--- config.mk ---
export PLATFORM = sky130hd
export DESIGN_NAME = controle_estados
export DESIGN_NICKNAME = d
export VERILOG_FILES = /design/src/rtl/controle_estados_pkg.sv /design/src/rtl/controle_estados_decod_desvio.sv /design/src/rtl/controle_estados.sv
export SDC_FILE = /design/constraint.sdc
export NUM_CORES = 1
export LEC_CHECK = 0
export BUFFER_PORTS_ARGS = -buffer_cell sky130_fd_sc_hd__buf_4
export CORE_UTILIZATION = 39
export CTS_CLUSTER_DIAMETER = 60
export DETAILED_ROUTE_END_ITERATION = 6
export PLACE_DENSITY = 0.76
export SYNTH_ARGS = -nofsm -noshare
export SYNTH_HDL_FRONTEND = slang
export SYNTH_SLANG_ARGS = --single-unit
export TNS_END_PERCENT = 1
--- constraint.sdc ---
create_clock -name clk -period 1.75 [get_ports clk]
set_input_delay 0.2625 -clock clk [delete_from_list [all_inputs] [get_ports clk]]
set_output_delay 0.2625 -clock clk [all_outputs]
set_load 0.02 [all_outputs]
--- src/rtl/controle_estados_pkg.sv ---
// rtl/controle_estados_pkg.sv - shared state encodings and branch decode constants for controle_estados
package controle_estados_pkg;

    typedef logic [3:0] estado_t;

    localparam estado_t ST_FETCH  = 4'b0001;
    localparam estado_t ST_DECODE = 4'b0010;
    localparam estado_t ST_EXEC   = 4'b0100;
    localparam estado_t ST_UPDATE = 4'b1000;

    localparam logic [6:0] OPC_BRANCH = 7'b1100011;
    localparam logic [2:0] F3_BEQ     = 3'b000;
    localparam logic [2:0] F3_BNE     = 3'b001;

    localparam int OFF_W = 13;

endpackage

--- src/rtl/controle_estados_decod_desvio.sv ---
// rtl/controle_estados_decod_desvio.sv - B-type branch offset extraction into magnitude and sign
module decod_desvio
    import controle_estados_pkg::*;
#(
    parameter int IMM_W = 12
) (
    input  logic [31:0]      instr,
    output logic [IMM_W-1:0] imediato,
    output logic             negativo
);

    localparam int MAG_W = (IMM_W > OFF_W) ? IMM_W : OFF_W;

    logic [OFF_W-1:0] off;
    logic [OFF_W-1:0] mag;
    logic [MAG_W-1:0] mag_ext;
    logic             unused_bits;

    // Reassemble the scattered offset, then fold it to magnitude/sign; -4096 wraps as accepted
    always_comb begin
        off      = {instr[31], instr[7], instr[30:25], instr[11:8], 1'b0};
        negativo = off[OFF_W-1];
        mag      = negativo ? (~off + 13'd1) : off;
        mag_ext  = MAG_W'(mag);
        imediato = mag_ext[IMM_W-1:0];
    end

    assign unused_bits = ^{instr[24:12], instr[6:0]};

endmodule

--- src/rtl/controle_estados.sv ---
// rtl/controle_estados.sv - multicycle fetch/decode/exec/update sequencer with instruction register; CONTROLE_BNE_EN enables bne
module controle_estados
    import controle_estados_pkg::*;
#(
    parameter int IMM_W = 12
) (
    input  logic             clk,
    input  logic             rst_n,
    input  logic [31:0]      PC,
    output logic [31:0]      imem_addr,
    output logic             imem_req,
    input  logic             imem_ack,
    input  logic [31:0]      imem_data,
    input  logic             alu_zero,
    output logic [31:0]      instr,
    output logic [3:0]       estado,
    output logic             pcsrc,
    output logic [IMM_W-1:0] imediato,
    output logic             negativo
);

    estado_t          state_q, state_d;
    logic             req_q, req_d;
    logic [31:0]      instr_q, instr_d;
    logic             pcsrc_q, pcsrc_d;
    logic [IMM_W-1:0] imediato_q, imediato_d;
    logic             negativo_q, negativo_d;

    logic [IMM_W-1:0] dec_imediato;
    logic             dec_negativo;
    logic             branch_taken;
    logic [6:0]       opcode;
    logic [2:0]       funct3;

    decod_desvio #(
        .IMM_W(IMM_W)
    ) u_decod_desvio (
        .instr    (instr_q),
        .imediato (dec_imediato),
        .negativo (dec_negativo)
    );

    // State and datapath registers; reset drops any outstanding request
    always_ff @(posedge clk or negedge rst_n) begin
        if (!rst_n) begin
            state_q    <= ST_FETCH;
            req_q      <= 1'b0;
            instr_q    <= 32'd0;
            pcsrc_q    <= 1'b0;
            imediato_q <= '0;
            negativo_q <= 1'b0;
        end else begin
            state_q    <= state_d;
            req_q      <= req_d;
            instr_q    <= instr_d;
            pcsrc_q    <= pcsrc_d;
            imediato_q <= imediato_d;
            negativo_q <= negativo_d;
        end
    end

    // Next state: fetch waits for an acknowledged request, other states last one cycle
    always_comb begin
        state_d = ST_FETCH;
        case (state_q)
            ST_FETCH:  state_d = (req_q && imem_ack) ? ST_DECODE : ST_FETCH;
            ST_DECODE: state_d = ST_EXEC;
            ST_EXEC:   state_d = ST_UPDATE;
            ST_UPDATE: state_d = ST_FETCH;
            default:   state_d = ST_FETCH;
        endcase
    end

    // Branch condition from the held instruction and the ALU zero flag
    always_comb begin
        opcode       = instr_q[6:0];
        funct3       = instr_q[14:12];
        branch_taken = 1'b0;
        if (opcode == OPC_BRANCH) begin
            if (funct3 == F3_BEQ && alu_zero)
                branch_taken = 1'b1;
`ifdef CONTROLE_BNE_EN
            if (funct3 == F3_BNE && !alu_zero)
                branch_taken = 1'b1;
`endif
        end
    end

    // Per-state register updates: request/latch in fetch, offset in decode, pcsrc in exec
    always_comb begin
        req_d      = req_q;
        instr_d    = instr_q;
        pcsrc_d    = pcsrc_q;
        imediato_d = imediato_q;
        negativo_d = negativo_q;
        case (state_q)
            ST_FETCH: begin
                if (!req_q) begin
                    req_d = 1'b1;
                end else if (imem_ack) begin
                    instr_d = imem_data;
                    req_d   = 1'b0;
                end
            end
            ST_DECODE: begin
                imediato_d = dec_imediato;
                negativo_d = dec_negativo;
            end
            ST_EXEC: begin
                pcsrc_d = branch_taken;
            end
            ST_UPDATE: begin
                req_d = 1'b0;
            end
            default: begin
                req_d = 1'b0;
            end
        endcase
    end

    assign imem_addr = PC;
    assign imem_req  = req_q;
    assign instr     = instr_q;
    assign estado    = state_q;
    assign pcsrc     = pcsrc_q;
    assign imediato  = imediato_q;
    assign negativo  = negativo_q;

endmodule

==> summary.txt, run 1 <==
Hold path
  – Hold crit path type: input port to register
  – Worst Hold Depth: 2
  – Hold endpoint: instr[16]
  – HP Start: imem_data[16]

Critical path
  – Worst R2R Setup Slack: between 0.02 and 0.025 ns
  – CP required: 1.93 ns
  – Maximum fanout along the worst path: 17
  – Startpoint of the worst register-to-register path: estado[0]
  – Crit path from: estado[0]
  – Critical path type: register to register
  – Slowest stage delay, CP: between 0.5 and 0.6 ns
  – Critical path arrival: approximately 1.9 ns
  – CP Capture Type: register
  – Startpoint types: register
  – Critical-path cell with the highest stage delay: dfstp_2
  – Cell count of the worst reg-to-reg path: 4
  – CP cell instances: nand2b_1, or4_4, buf_12, mux2_4
  – Reg-to-Reg End: instr[25]

GRT
  – Total grt overflow: 0
  – GRT Total Usage: 16.3%
  – Vias in the first global route: around 1,600
  – Initial antenna violation count: 0
  – Largest net degree at the start of global routing: 51
  – First-pass GRT wire length: ~8 mm

Synth
  – Top-count cell post-synth: dfrtp_1
  – Synth area leaders: dfrtp_1 (49%), mux2_4 (17%), buf_4 (11%)
  – Synth warnings: 0
  – Top cell type's share of synthesized area: 49.0%
  – Mean area per synthesized cell: approximately 13 um^2
  – Post-Syn Area: 0.00250 mm^2
  – Top FF cell, synth: dfrtp_1
  – Netlist cell types: 35
  – Syn_nets: 261
  – Flops & latches, synth: 50
  – Cells after synthesis: around 190
  – Sequential area share after synthesis: 50.1%
  – Ys async rst share: 100%
  – Synth top cells by count: dfrtp_1 (49), buf_4 (35), mux2_4 (29)
  – Post-synth EDFFs: 0
  – Synth area leader: dfrtp_1

Power and ir drop
  – Worst VDD drop: about 0.93 mV
  – Pleak: around 1.6 nW
  – Tot Pwr: approximately 0.0068 W
  – PD cells: 2090 mW/mm^2

Clocking
  – Num CTS Buffers: 5
  – H-tree depth: 2
  – Root Buffer: clkbuf_8
  – TritonCTS clock tree: done
  – Max clock buf depth: 2
  – Clock sink count: 50
  – Skew-Pair Late Insertion Delay: roughly 0.29 ns
  – Clock Pin Slew Worst Setup and Hold Paths: 0.09 ns
  – Post-CTS Setup Inserts: 0

Timing
  – Worst-Margin Slew: around 0.63 ns
  – Fmax: between 500 and 600 MHz
  – Final hold viol count: 0
  – Final Cycle Share: between 90% and 100%
  – RSZ-0062 raised after global routing: true
  – Relative slew slack: ~58%
  – Setup WS post-layout: between 0.02 and 0.025 ns
  – Post-layout min period: around 1.7 ns
  – # setup viols final: 0
  – Worst Skew: around 0.0044 ns
  – Count of pins over their slew limit: 0

Floorplanning
  – Die Width: a little over 80 um
  – Initial Utilization: 41.3%
  – Die Area: 0.00674 mm^2
  – # IOs: 151
  – CORE AREA: slightly above 0.006 mm^2
  – Die Span Y: 82.1 um
  – # rows: 28

Drt
  – Final wirelength: 5.07 mm
  – Detailed-route DRC error count: 0
  – Via/cell ratio: about 4.8
  – Final ANT Viol Nets: 0
  – Via count: between 1,500 and 2,000
  – Pre-Repair DR Iteration Count: 4
  – DR iter-0 viols: slightly below 80
  – Avg WL per Cell: 15.2 um

Placement
  – Gp weighted congestion: 0.753
  – Buffers on Ports: 85
  – Pre-CTS setup slack: -0.0973 ns
  – Dpl hpwl: 3.62 mm

Cells and area
  – Layout Utilization: 53.4%
  – Diode count: 0
  – Layout cells sized above 1: between 50% and 60%
  – Nets: about 330
  – Syn-to-layout area delta: 29.3%

Run status
  – Status: complete, no violations

Flow run
  – Max Cap Viol: 0
[sequential cells by signal, summed over array words and instances, names as in the netlist]
register / cells
negativo: 1
pcsrc: 1
instr: 32
imem_req: 1
estado: 4
imediato: 11
[power by group]
part | leakage [nW] | internal, W | switching (W)
clock | 0.0714 | 0.000609 | 0.000364
combinational | 0.959 | 0.00194 | 0.00166
sequential | 0.591 | 0.00173 | 0.000455
total | 1.62 | 0.00427 | 0.00248
[layer usage]
layer / track usage (%) / share of wire, %
met4: 8.25 / 3.3
met2: 25.1 / 48
met1: 20.2 / 41
met5: 0 / 0
met3: 5.60 / 7.8
[kinds of logic after synthesis]
kind of cell               share of synthesized area, %
muxes                                              21.0
buffers and inverters                              13.1
DFF                                                50.1
adders and majority gates                         0.500
other                                             0.150
xor gates and xnor gates                           3.15
and+or+nand+nor                                    7.00
AOI/OAI and AO/OA                                  5.05
[worst max-delay path by stage]
| stage | to | slack (ns) | depth (start not counted) |
|---|---|---|---|
| after floorplan | instr[10] | -0.05 | 5 |
| after global placement | instr[15] | -0.07 | 4 |
| after detailed placement | instr[22] | -0.1 | 4 |
| after CTS | instr[12] | 0.02 | 4 |
| after global routing | imediato[10] | -0.02 | 4 |
| final | instr[25] | 0.02 | 4 |
[stage by stage]
stage | hold WS (ns) | cells | TNS [ns] | area, um^2
2_1_floorplan | -0.0331 | 192 | -1.50 | 2510
3_3_place_gp | 0.325 | 323 | -1.97 | 3050
3_5_place_dp | 0.335 | 323 | -2.78 | 3050
4_1_cts | 0.176 | 333 | 0 | 3240
5_1_grt | 0.160 | 333 | -0.0208 | 3240
6_report | 0.190 | 333 | 0 | 3240
[cells in the final DEF, fill, tap and decap left out, drive strengths merged, types with 4 or more instances in the layout]
cell type,instances
buf,99
inv,4
a21oi,10
o21ai,4
xor2,6
nand2,4
nor2,9
mux2,36
clkbuf,6
dfrtp,49
[what timing repair did]
item | CTS | global route
gates cloned | 1 | 0
endpoints found under the setup margin | 32 | 3
pin swaps | 0 | 1
hold buffers | 1 | 0
endpoints found under the hold margin | 5 | 0
gates resized for setup | 2 | 0
[cell type report]
cell class              instances  area (um^2)
clock inverters                 2         60.1
inverters                       4         15.0
well taps                      75         93.8
repair buffers                100          798
clock buffers                   6         82.6
flip-flops and latches         50         1250
multi-input cells              96          933
fillers                       519         2830
[critical path, delay by kind of cell (launching register included)]
family	cells	cell delay [ns]
flip-flops	1	0.55
buffers and inverters	1	0.20
multiplexers	1	0.30
AND/OR/NAND/NOR	2	0.56
(Power assumes the default switching activity.)
==> inputs of run 2 (changes only) <==
==> constraint.sdc (replaced) <==
create_clock -name clk -period 1.75 [get_ports clk]
set_input_delay 0.35 -clock clk [delete_from_list [all_inputs] [get_ports clk]]
set_output_delay 0.35 -clock clk [all_outputs]
set_load 0.02 [all_outputs]
==> summary.txt, run 2 (synthesized netlist as in run 1, its figures left out) <==
Run status
  – Status: complete, no violations

Cells and area
  – Syn-to-layout area delta: 27.9%
  – Nets: 326
  – Fillers: slightly above 500
  – Most frequent cells in the layout: buf_4 (97), dfrtp_1 (49), mux2_4 (29), a21oi_1 (10), nor2_1 (9)
  – Largest register FFs: 32
  – Layout cells sized above 1: 58.5%
  – Finished Layout Cells: about 330
  – Commonest non-fill, non-tap cell in the layout: buf_4
  – Diode count: 0

Timing
  – RSZ-0062 raised after global routing: true
  – Final Cycle Share: between 90% and 100%
  – Worst Skew: roughly 0.0032 ns
  – Fmax: 577 MHz
  – Final hold viol count: 0
  – Worst-Margin Slew: 0.626 ns
  – Post-layout min period: 1.73 ns
  – # setup viols final: 0
  – Setup WS post-layout: 0.0181 ns
  – Count of pins over their slew limit: 0
  – Relative slew slack: about 58%

Power and ir drop
  – Pleak: around 1.6 nW
  – PD cells: 2070 mW/mm^2
  – Worst VDD drop: approximately 0.92 mV
  – Tot Pwr: roughly 0.0066 W

Critical path
  – CP Capture Point: instr[26]
  – CP required: between 1.5 and 2 ns
  – Startpoint types: register
  – Critical path arrival: about 1.9 ns
  – CP Capture Type: register
  – Maximum fanout along the worst path: 17
  – Critical path type: register to register
  – Cell count of the worst reg-to-reg path: 4
  – Crit path from: estado[0]
  – Worst R2R Setup Slack: ~0.018 ns
  – Startpoint of the worst register-to-register path: estado[0]
  – Reg-to-Reg End: instr[26]

Clocking
  – Max clock buf depth: 2
  – Post-CTS Setup Inserts: 0
  – Clock sink count: 50
  – Hold-fix buffers, CTS: 0
  – TritonCTS clock tree: done
  – Num CTS Buffers: 5
  – Clock Pin Slew Worst Setup and Hold Paths: 0.09 ns
  – H-tree depth: 2
  – Skew-Pair Late Insertion Delay: around 0.30 ns
  – Root Buffer: clkbuf_8

Placement
  – Dpl hpwl: 3.62 mm
  – Buffers on Ports: 85
  – Pre-CTS setup slack: -0.113 ns
  – Gp weighted congestion: about 0.76
  – Dpl cells: approximately 320

GRT
  – Total grt overflow: 0
  – Initial antenna violation count: 0
  – Vias in the first global route: 1,559
  – First-pass GRT wire length: ~7.8 mm
  – Largest net degree at the start of global routing: just over 50
  – GRT Total Usage: between 10% and 20%

Floorplanning
  – Die Area: 0.00674 mm^2
  – CORE AREA: 0.00606 mm^2
  – # IOs: roughly 150
  – Initial Utilization: about two fifths
  – # rows: 28
  – Die Width: a little over 80 um
  – Die Span Y: roughly 80 um

Drt
  – Avg WL per Cell: roughly 15 um
  – Final ANT Viol Nets: 0
  – Final wirelength: between 5 and 6 mm
  – DR iter-0 viols: 64
  – Detailed-route DRC error count: 0
  – Via count: 1,587
  – Pre-Repair DR Iteration Count: 4
  – Via/cell ratio: about 4.8

Flow run
  – Max Cap Viol: 0

Hold path
  – Hold crit path type: input port to asynchronous set/reset pin
-- run 2: changes by cell type in the layout (fill, tap and decap cells not counted) --
cell           delta
clkbuf_8          -1
clkinvlp_4        +1
bufinv_16         -1
buf_4             +1
clkbuf_1          +1
dlygate4sd3_1     -1
-- run 2: final cells by class --
type                       count  area, um^2  share of cell area [%]
sequential                    50        1250                    39.1
clock inverter                 2        37.5                    1.17
multi-input combinational     96         933                    29.2
inverter                       4        15.0                   0.469
timing repair buffer         100         796                    24.9
clock buffer                   6        72.6                    2.27
tap                           75        93.8                    2.93
-- run 2: through the flow --
stage	hold slack (ns)	utilization, %	area, um^2	setup TNS (ns)
3_3_place_gp	0.409	50.5	3060	-1.87
4_1_cts	0.0827	52.8	3200	0
2_1_floorplan	0.0544	-	2510	-1.50
5_1_grt	0.104	52.8	3200	-0.0791
6_report	0.0614	52.8	3200	0
3_5_place_dp	0.415	50.5	3060	-3.24
-- run 2: how the worst min path moves through the flow --
| stage | from | end |
|---|---|---|
| final | rst_n | instr[15] |
| after global routing | rst_n | instr[9] |
| after CTS | rst_n | instr[17] |
| after detailed placement | rst_n | instr[15] |
| after global placement | rst_n | instr[15] |
| after floorplan | rst_n | estado[1] |
-- run 2: what timing repair did --
action	4_1_cts	5_1_grt
resized for setup	2	0
pin swaps	0	1
setup endpoints to repair	32	17
gates cloned	1	0
-- run 2: where the power goes --
group          internal (W)  switching, W  leakage [nW]  total, W
Combinational       0.00195       0.00166         0.960   0.00361
Clock              0.000427      0.000385        0.0514  0.000812
Sequential          0.00173      0.000462         0.591   0.00219
-- run 2: worst max-delay path: stages, from the launching register on --
cell and delay [ns]:
dfstp_2 0.55, nand2b_1 0.07, or4_4 0.49, buf_12 0.20, mux2_4 0.31
-- run 2: layer usage --
layer	GRT usage, %	routed length, um	vias to the layer above
met4	8.77	195	0
met5	0	0	-
met3	5.27	385	28
met2	24.6	2380	61
met1	19.8	2170	748
li1	-	-	750
